===== src/rtl/quad_encoder_tx.sv =====
// rtl/quad_encoder_tx.sv - quadrature (enc_a/enc_b) step generator driven by a move command
module quad_encoder_tx #(
  parameter int STEP_DIV = 1000,
  parameter int CNT_W    = 8
) (
  input  logic             clk,
  input  logic             reset,
  input  logic             cmd_valid,
  output logic             cmd_ready,
  input  logic             cmd_dir,
  input  logic [CNT_W-1:0] cmd_steps,
  output logic             enc_a,
  output logic             enc_b,
  output logic             busy,
  output logic             done,
  output logic [CNT_W-1:0] steps_left
);

  localparam int DIV_W = (STEP_DIV > 2) ? $clog2(STEP_DIV) : 1;
  localparam logic [DIV_W-1:0] DIV_LAST = DIV_W'(STEP_DIV - 1);

  typedef enum logic {
    IDLE = 1'b0,
    RUN  = 1'b1
  } state_t;

  state_t           state_q, state_d;
  logic [DIV_W-1:0] div_q, div_d;
  logic [1:0]       phase_q, phase_d;
  logic             dir_q, dir_d;
  logic [CNT_W-1:0] steps_left_q, steps_left_d;
  logic             enc_a_q, enc_a_d;
  logic             enc_b_q, enc_b_d;
  logic             done_q, done_d;

  // Gray state {A,B} for a phase; up walks 00,10,11,01 and down walks 00,01,11,10
  function automatic logic [1:0] gray_ab(input logic dir, input logic [1:0] ph);
    logic [1:0] ab;
    case (ph)
      2'd0:    ab = 2'b00;
      2'd1:    ab = dir ? 2'b10 : 2'b01;
      2'd2:    ab = 2'b11;
      default: ab = dir ? 2'b01 : 2'b10;
    endcase
    return ab;
  endfunction

  // Next-state logic: command accept in IDLE, divider/phase/step bookkeeping in RUN
  always_comb begin
    state_d      = state_q;
    div_d        = div_q;
    phase_d      = phase_q;
    dir_d        = dir_q;
    steps_left_d = steps_left_q;
    enc_a_d      = enc_a_q;
    enc_b_d      = enc_b_q;
    done_d       = 1'b0;

    case (state_q)
      IDLE: begin
        // Outputs rest at 00 between commands
        enc_a_d = 1'b0;
        enc_b_d = 1'b0;
        if (cmd_valid) begin
          dir_d = cmd_dir;
          if (cmd_steps == '0) begin
            // Empty move: acknowledge immediately without leaving IDLE
            done_d = 1'b1;
          end else begin
            state_d      = RUN;
            steps_left_d = cmd_steps;
            div_d        = '0;
            phase_d      = 2'd0;
          end
        end
      end

      RUN: begin
        if (div_q == DIV_LAST) begin
          div_d                = '0;
          phase_d              = phase_q + 2'd1;
          {enc_a_d, enc_b_d}   = gray_ab(dir_q, phase_q + 2'd1);
          // Wrapping from phase 3 back to 00 completes one full step
          if (phase_q == 2'd3) begin
            if (steps_left_q != '0) begin
              steps_left_d = steps_left_q - 1'b1;
            end
            if (steps_left_q <= CNT_W'(1)) begin
              state_d = IDLE;
              done_d  = 1'b1;
            end
          end
        end else begin
          div_d = div_q + 1'b1;
        end
      end

      default: begin
        state_d = IDLE;
      end
    endcase
  end

  // State register; reset drops outputs to 00, which is falling-only and so never counts
  always_ff @(posedge clk) begin
    if (reset) begin
      state_q      <= IDLE;
      div_q        <= '0;
      phase_q      <= 2'd0;
      dir_q        <= 1'b0;
      steps_left_q <= '0;
      enc_a_q      <= 1'b0;
      enc_b_q      <= 1'b0;
      done_q       <= 1'b0;
    end else begin
      state_q      <= state_d;
      div_q        <= div_d;
      phase_q      <= phase_d;
      dir_q        <= dir_d;
      steps_left_q <= steps_left_d;
      enc_a_q      <= enc_a_d;
      enc_b_q      <= enc_b_d;
      done_q       <= done_d;
    end
  end

  assign cmd_ready  = (state_q == IDLE);
  assign busy       = (state_q == RUN);
  assign done       = done_q;
  assign enc_a      = enc_a_q;
  assign enc_b      = enc_b_q;
  assign steps_left = steps_left_q;

endmodule


===== config.mk =====
export PLATFORM = sky130hd
export DESIGN_NAME = quad_encoder_tx
export DESIGN_NICKNAME = d
export VERILOG_FILES = /design/src/rtl/quad_encoder_tx.sv
export SDC_FILE = /design/constraint.sdc
export NUM_CORES = 1
export LEC_CHECK = 0
export CORE_UTILIZATION = 45
export CTS_BUF_LIST = sky130_fd_sc_hd__clkbuf_8
export DETAILED_ROUTE_END_ITERATION = 12
export GPL_ROUTABILITY_DRIVEN = 0
export PLACE_DENSITY = 0.7
export SKIP_CTS_REPAIR_TIMING = 1
export SLEW_MARGIN = 20
export SYNTH_ARGS = -nofsm -noshare
export SYNTH_HDL_FRONTEND = slang
export SYNTH_SLANG_ARGS = --single-unit

===== constraint.sdc =====
create_clock -name clk -period 4.1 [get_ports clk]
set_input_delay 0.41 -clock clk [delete_from_list [all_inputs] [get_ports clk]]
set_output_delay 0.41 -clock clk [all_outputs]
set_load 0.02 [all_outputs]

# Yosys cells after proc, flatten, opt, wreduce, memory -nomap -nowiden
# Cells that the tools add are included.
# word_totals
ramBits,0
out_inout_bits,13
romBits,0
latch_bits,0
word_cells,62
regBits,25
memories,0
in_bits,12
# classes
n_eq_ne,9
shifts,0
bitwise,1
div_mod_pow,0
n_addsub,3
multipliers,0
n_lt_le_gt_ge,1
muxes,33
reduce_logical,7
# ops
cell,n
$mux W8,5
$mux W10,3
$pmux W10 S2,1
$pmux W8 S2,1
$mux W1,12
$add A10 B1 Y10 const B,1
$eq A10 B10 Y1 const B,1
$mux W2,5
$le A8 B1 Y1 const B,1
$logic_not A8 Y1,1
$pmux W1 S2,4
$reduce_bool A8 Y1,1
$sub A8 B1 Y8 const B,1
$ne A2 B1 Y1 const B,3
$pmux W2 S3,1
$reduce_and A5 Y1,1
$eq A2 B2 Y1 const B,2
$ne A2 B2 Y1 const B,2
$pmux W2 S2,1
$reduce_and A2 Y1,2
$reduce_and A3 Y1,1
$add A2 B1 Y2 const B,1
$eq A2 B1 Y1 const B,1
$logic_not A2 Y1,1
$not A1 Y1,1

# Longest topological paths before layout
# depth
ltp_word,5
mapped_depth,7
ltp_nobuf,7

# Worst setup path before layout
# OpenSTA, ideal clock, no wires.
# synth_path
path_kind,register -> register
startpoint,reg steps_left_q[1] (netlist: steps_left[1])
endpoint,reg steps_left_q[6] (netlist: steps_left[6])
path_buffers,0
t_arrival_ns,1.715
path_stages_with_launch,8
period_less_slack_ns,1.785
required_time_ns,4.029
slack_ns,2.315
setup_time_ns,0.071
path_cell_list,dfxtp_1 -> inv_1 -> ha_1 -> or4b_1 -> nor2_1 -> xnor2_1 -> a211o_1 -> a21oi_1
# synth_via
elab_chain_cells,5
elab_cells_between_ends,8
cone_classes,1 x add/sub; 1 x eq/ne; 4 x mux; 2 x reduce/logical
# synth_lines
element,line_no,source
start: declaration,31,"logic [CNT_W-1:0] steps_left_q, steps_left_d;"
start signal: assignment,120,steps_left_q <= steps_left_d;
$sub A8 B1 Y8,86,steps_left_d = steps_left_q - 1'b1;
$mux W8,85,if (steps_left_q != '0) begin
$mux W8,84,if (phase_q == 2'd3) begin
$mux W8,79,if (div_q == DIV_LAST) begin
$pmux W8 S2,59,case (state_q)
# Parallel ways exist; a longest one is shown, timed or not. The select of a mux whose other input is x is not followed.
# A chain may end at the register's enable or synchronous reset.

# Worst setup path in the final report
# layout_path
startpoint,in cmd_steps[6]
endpoint,reg steps_left_q[4] (netlist: steps_left[4])
# layout_via
elab_chain_cells,3
# layout_lines
element,line_no,source
start: declaration,11,"input logic [CNT_W-1:0] cmd_steps,"
$logic_not A8 Y1,66,if (cmd_steps == '0) begin
$ne A2 B2 Y1 (no line),--,
$reduce_and A5 Y1 (no line),--,
# Every way passes these cells.

==> qor.txt <==
Multi-input gate area: 872 sq um
Seq/Total Area, Yosys: 0.350
Required time worst endpoint: 4230 ps
Post-DRT Antenna Nets: 0
Antenna violations before repair: 0
Fin. Hold Viols: 0
Sw Ratio: 0.287
Sink Count: 25
Clock buffer count from CTS: 3
Min-Delay Path Depth: 2
Max IR drop VDD: 0.000184 V
Routed WL: 3280 microns
CP Launch Type: input port
WS Path Type: in2reg
Dpl hpwl: 2420 microns
Fmax: 0.434 GHz
Layout area overhead: 22.7%
Total gr overflow: 0
Number of antenna repair diodes: 0
Lkg Pwr: 0.608 nW
Psw: 150 uW
Flop pwr share: 0.502
Share of the synthesized area in the top cell type: 0.350
Setup violations, final: 0
Core Area: 3030 sq um
Post-layout nets: 219
Number of global-route vias before repair: 1,213
Iteration-0 DRC Markers: 101
Number of H-tree levels: 1
Path depth of the worst reg2reg path: 6
Tmin final: 2300 ps
Post-Syn Area per Cell: 8.13 sq um
Yosys reg bits: 25
Max_cap viols: 0
Largest fanout on the critical path: 15
Post-synth top area cell: dfxtp_1
Post-Syn Area: 1430 sq um
Die Span X: 58.4 microns
Boundary Pins: 25
Layout cell share with drive strength beyond 1: 0.0603
Total power: 521 uW
Hold Path Class: reg2reg
Ys flop type: dfxtp_1
Met2 usage: 0.356
Initial core utilization: 0.472
Vias: 1,318
TritonRoute pass-1 iters: 4
Met3 GRT Util: 0.0264
Vias per cell: 5.42
Internal power: 372 uW
Die area: 3410 sq um
Root Buffer: clkbuf_8
Worst Setup End Kind: register
CTS max path bufs: 2
Clock Power Share: 0.283
Ranking of synthesized cells by area: dfxtp_1, nor2_1, a21oi_1, ha_1, mux2i_1
Syn Nets: 195
Hold_ws: 490 ps
First-pass GRT wire length: 5390 microns
Comb pwr share: 0.215
Slew Limit Fails: 0
Gr usage total: 0.204
Run status: finished clean
Synth cell types: 42
GR Layer Usage met1: 0.261
Unrepaired setup endpoints after global routing: false
IO Port Bufs: 24
Drt drc: 0
Largest net degree at the start of global routing: 29
Layout Skew: 3.69 ps
Syn. warnings: 0
Worst-Skew Late Latency: 270 ps
Arr. time, crit path: 2430 ps
Std cell rows: 20
Final setup TNS: 0 ps
Synthesized instance count: 176
CTS tree: built
Register area: 500 sq um
Slew HR: 0.446
Commonest cells post-synth: nor2_1, dfxtp_1, a21oi_1, nand2_1, o21ai_0
Most frequent cell after synthesis: nor2_1
Clk slew on worst S/H paths: 90 ps
Die Y: 58.4 microns
Filler cells: 293
Tcrit/Tclk final: 0.562
Wire length per cell: 13.5 microns
Pwr Density: 297 nW/um^2
Worst slew pin tran: 828 ps
Share of flip-flops with an asynchronous set or reset: 0
Post-synth EDFFs: 0
GR peak layer: met2
## layout make-up
type / instances / area share
multi-input cells: 137 / 0.497
clock inverters: 1 / 0.00428
well taps: 44 / 0.0314
repair buffers: 25 / 0.141
clock buffers: 3 / 0.0235
flip-flops and latches: 25 / 0.285
inverters: 8 / 0.0171
## cell usage in the layout (no fill, tap or decap), types with 4 or more instances in the layout
cell type and instances:
nand2b_1 6, nor2_1 26, nand3_1 7, nand2_1 10, dfxtp_1 25, inv_1 7
a21oi_1 18, mux2i_1 5, clkdlybuf4s50_1 24, nor3_1 4, xor2_1 5, ha_1 7
o21ai_0 10
## power groups by stage
stage / clock, mW / combinational [mW] / sequential (mW)
after floorplan: 0 / 0.0635 / 0.274
after global placement: 0 / 0.109 / 0.267
after detailed placement: 0 / 0.112 / 0.267
after CTS: 0.153 / 0.112 / 0.261
after global routing: 0.163 / 0.122 / 0.263
final: 0.148 / 0.112 / 0.262
## final timing paths
check | endpoint | slack [ps] | start
max | steps_left[4] | 1800 | cmd_steps[6]
min | steps_left[1] | 490 | steps_left[1]
max reg2reg | steps_left[0] | 1960 | div_q[0]
min reg2reg | steps_left[1] | 490 | steps_left[1]
## flip-flops by register name, indices dropped and copies added (netlist names)
signal / flops
enc_b: 1
phase_q: 2
div_q: 10
dir_q: 1
done: 1
busy: 1
steps_left: 8
enc_a: 1
## kinds of logic (layout without fill, tap and decap cells)
group / count (synthesis) / in the layout / share of synthesized area
buffers and inverters: 14 / 37 / 0.0402
and+or+nand+nor: 71 / 71 / 0.259
adders and majority gates: 7 / 7 / 0.0612
xor gates and xnor gates: 6 / 6 / 0.0367
AOI/OAI and AO/OA: 48 / 48 / 0.218
DFF: 25 / 25 / 0.350
muxes: 5 / 5 / 0.0350
## worst max-delay path, cell delays in order
cell and delay [ps]:
clkdlybuf4s50_1 420, nor4_1 540, a21oi_1 220, a21oi_2 530, mux2i_1 250, nor2_1 50
## stage by stage
step            util  instance area (sq um)  setup WS [ps]  instances
2_1_floorplan      -                   1430           2310        176
3_3_place_gp   0.563                   1710           1630        239
3_5_place_dp   0.563                   1710           1550        239
4_1_cts        0.579                   1750           1830        243
5_1_grt        0.579                   1750           1570        243
6_report       0.579                   1750           1800        243
## layer usage
layer  up-vias  wire length [microns]
met1       604                   1550
met3         2                     99
li1        687                      -
met4         0                     15
met5         -                      0
met2        25                   1610
Note: power is estimated with default switching activity, not from simulation.
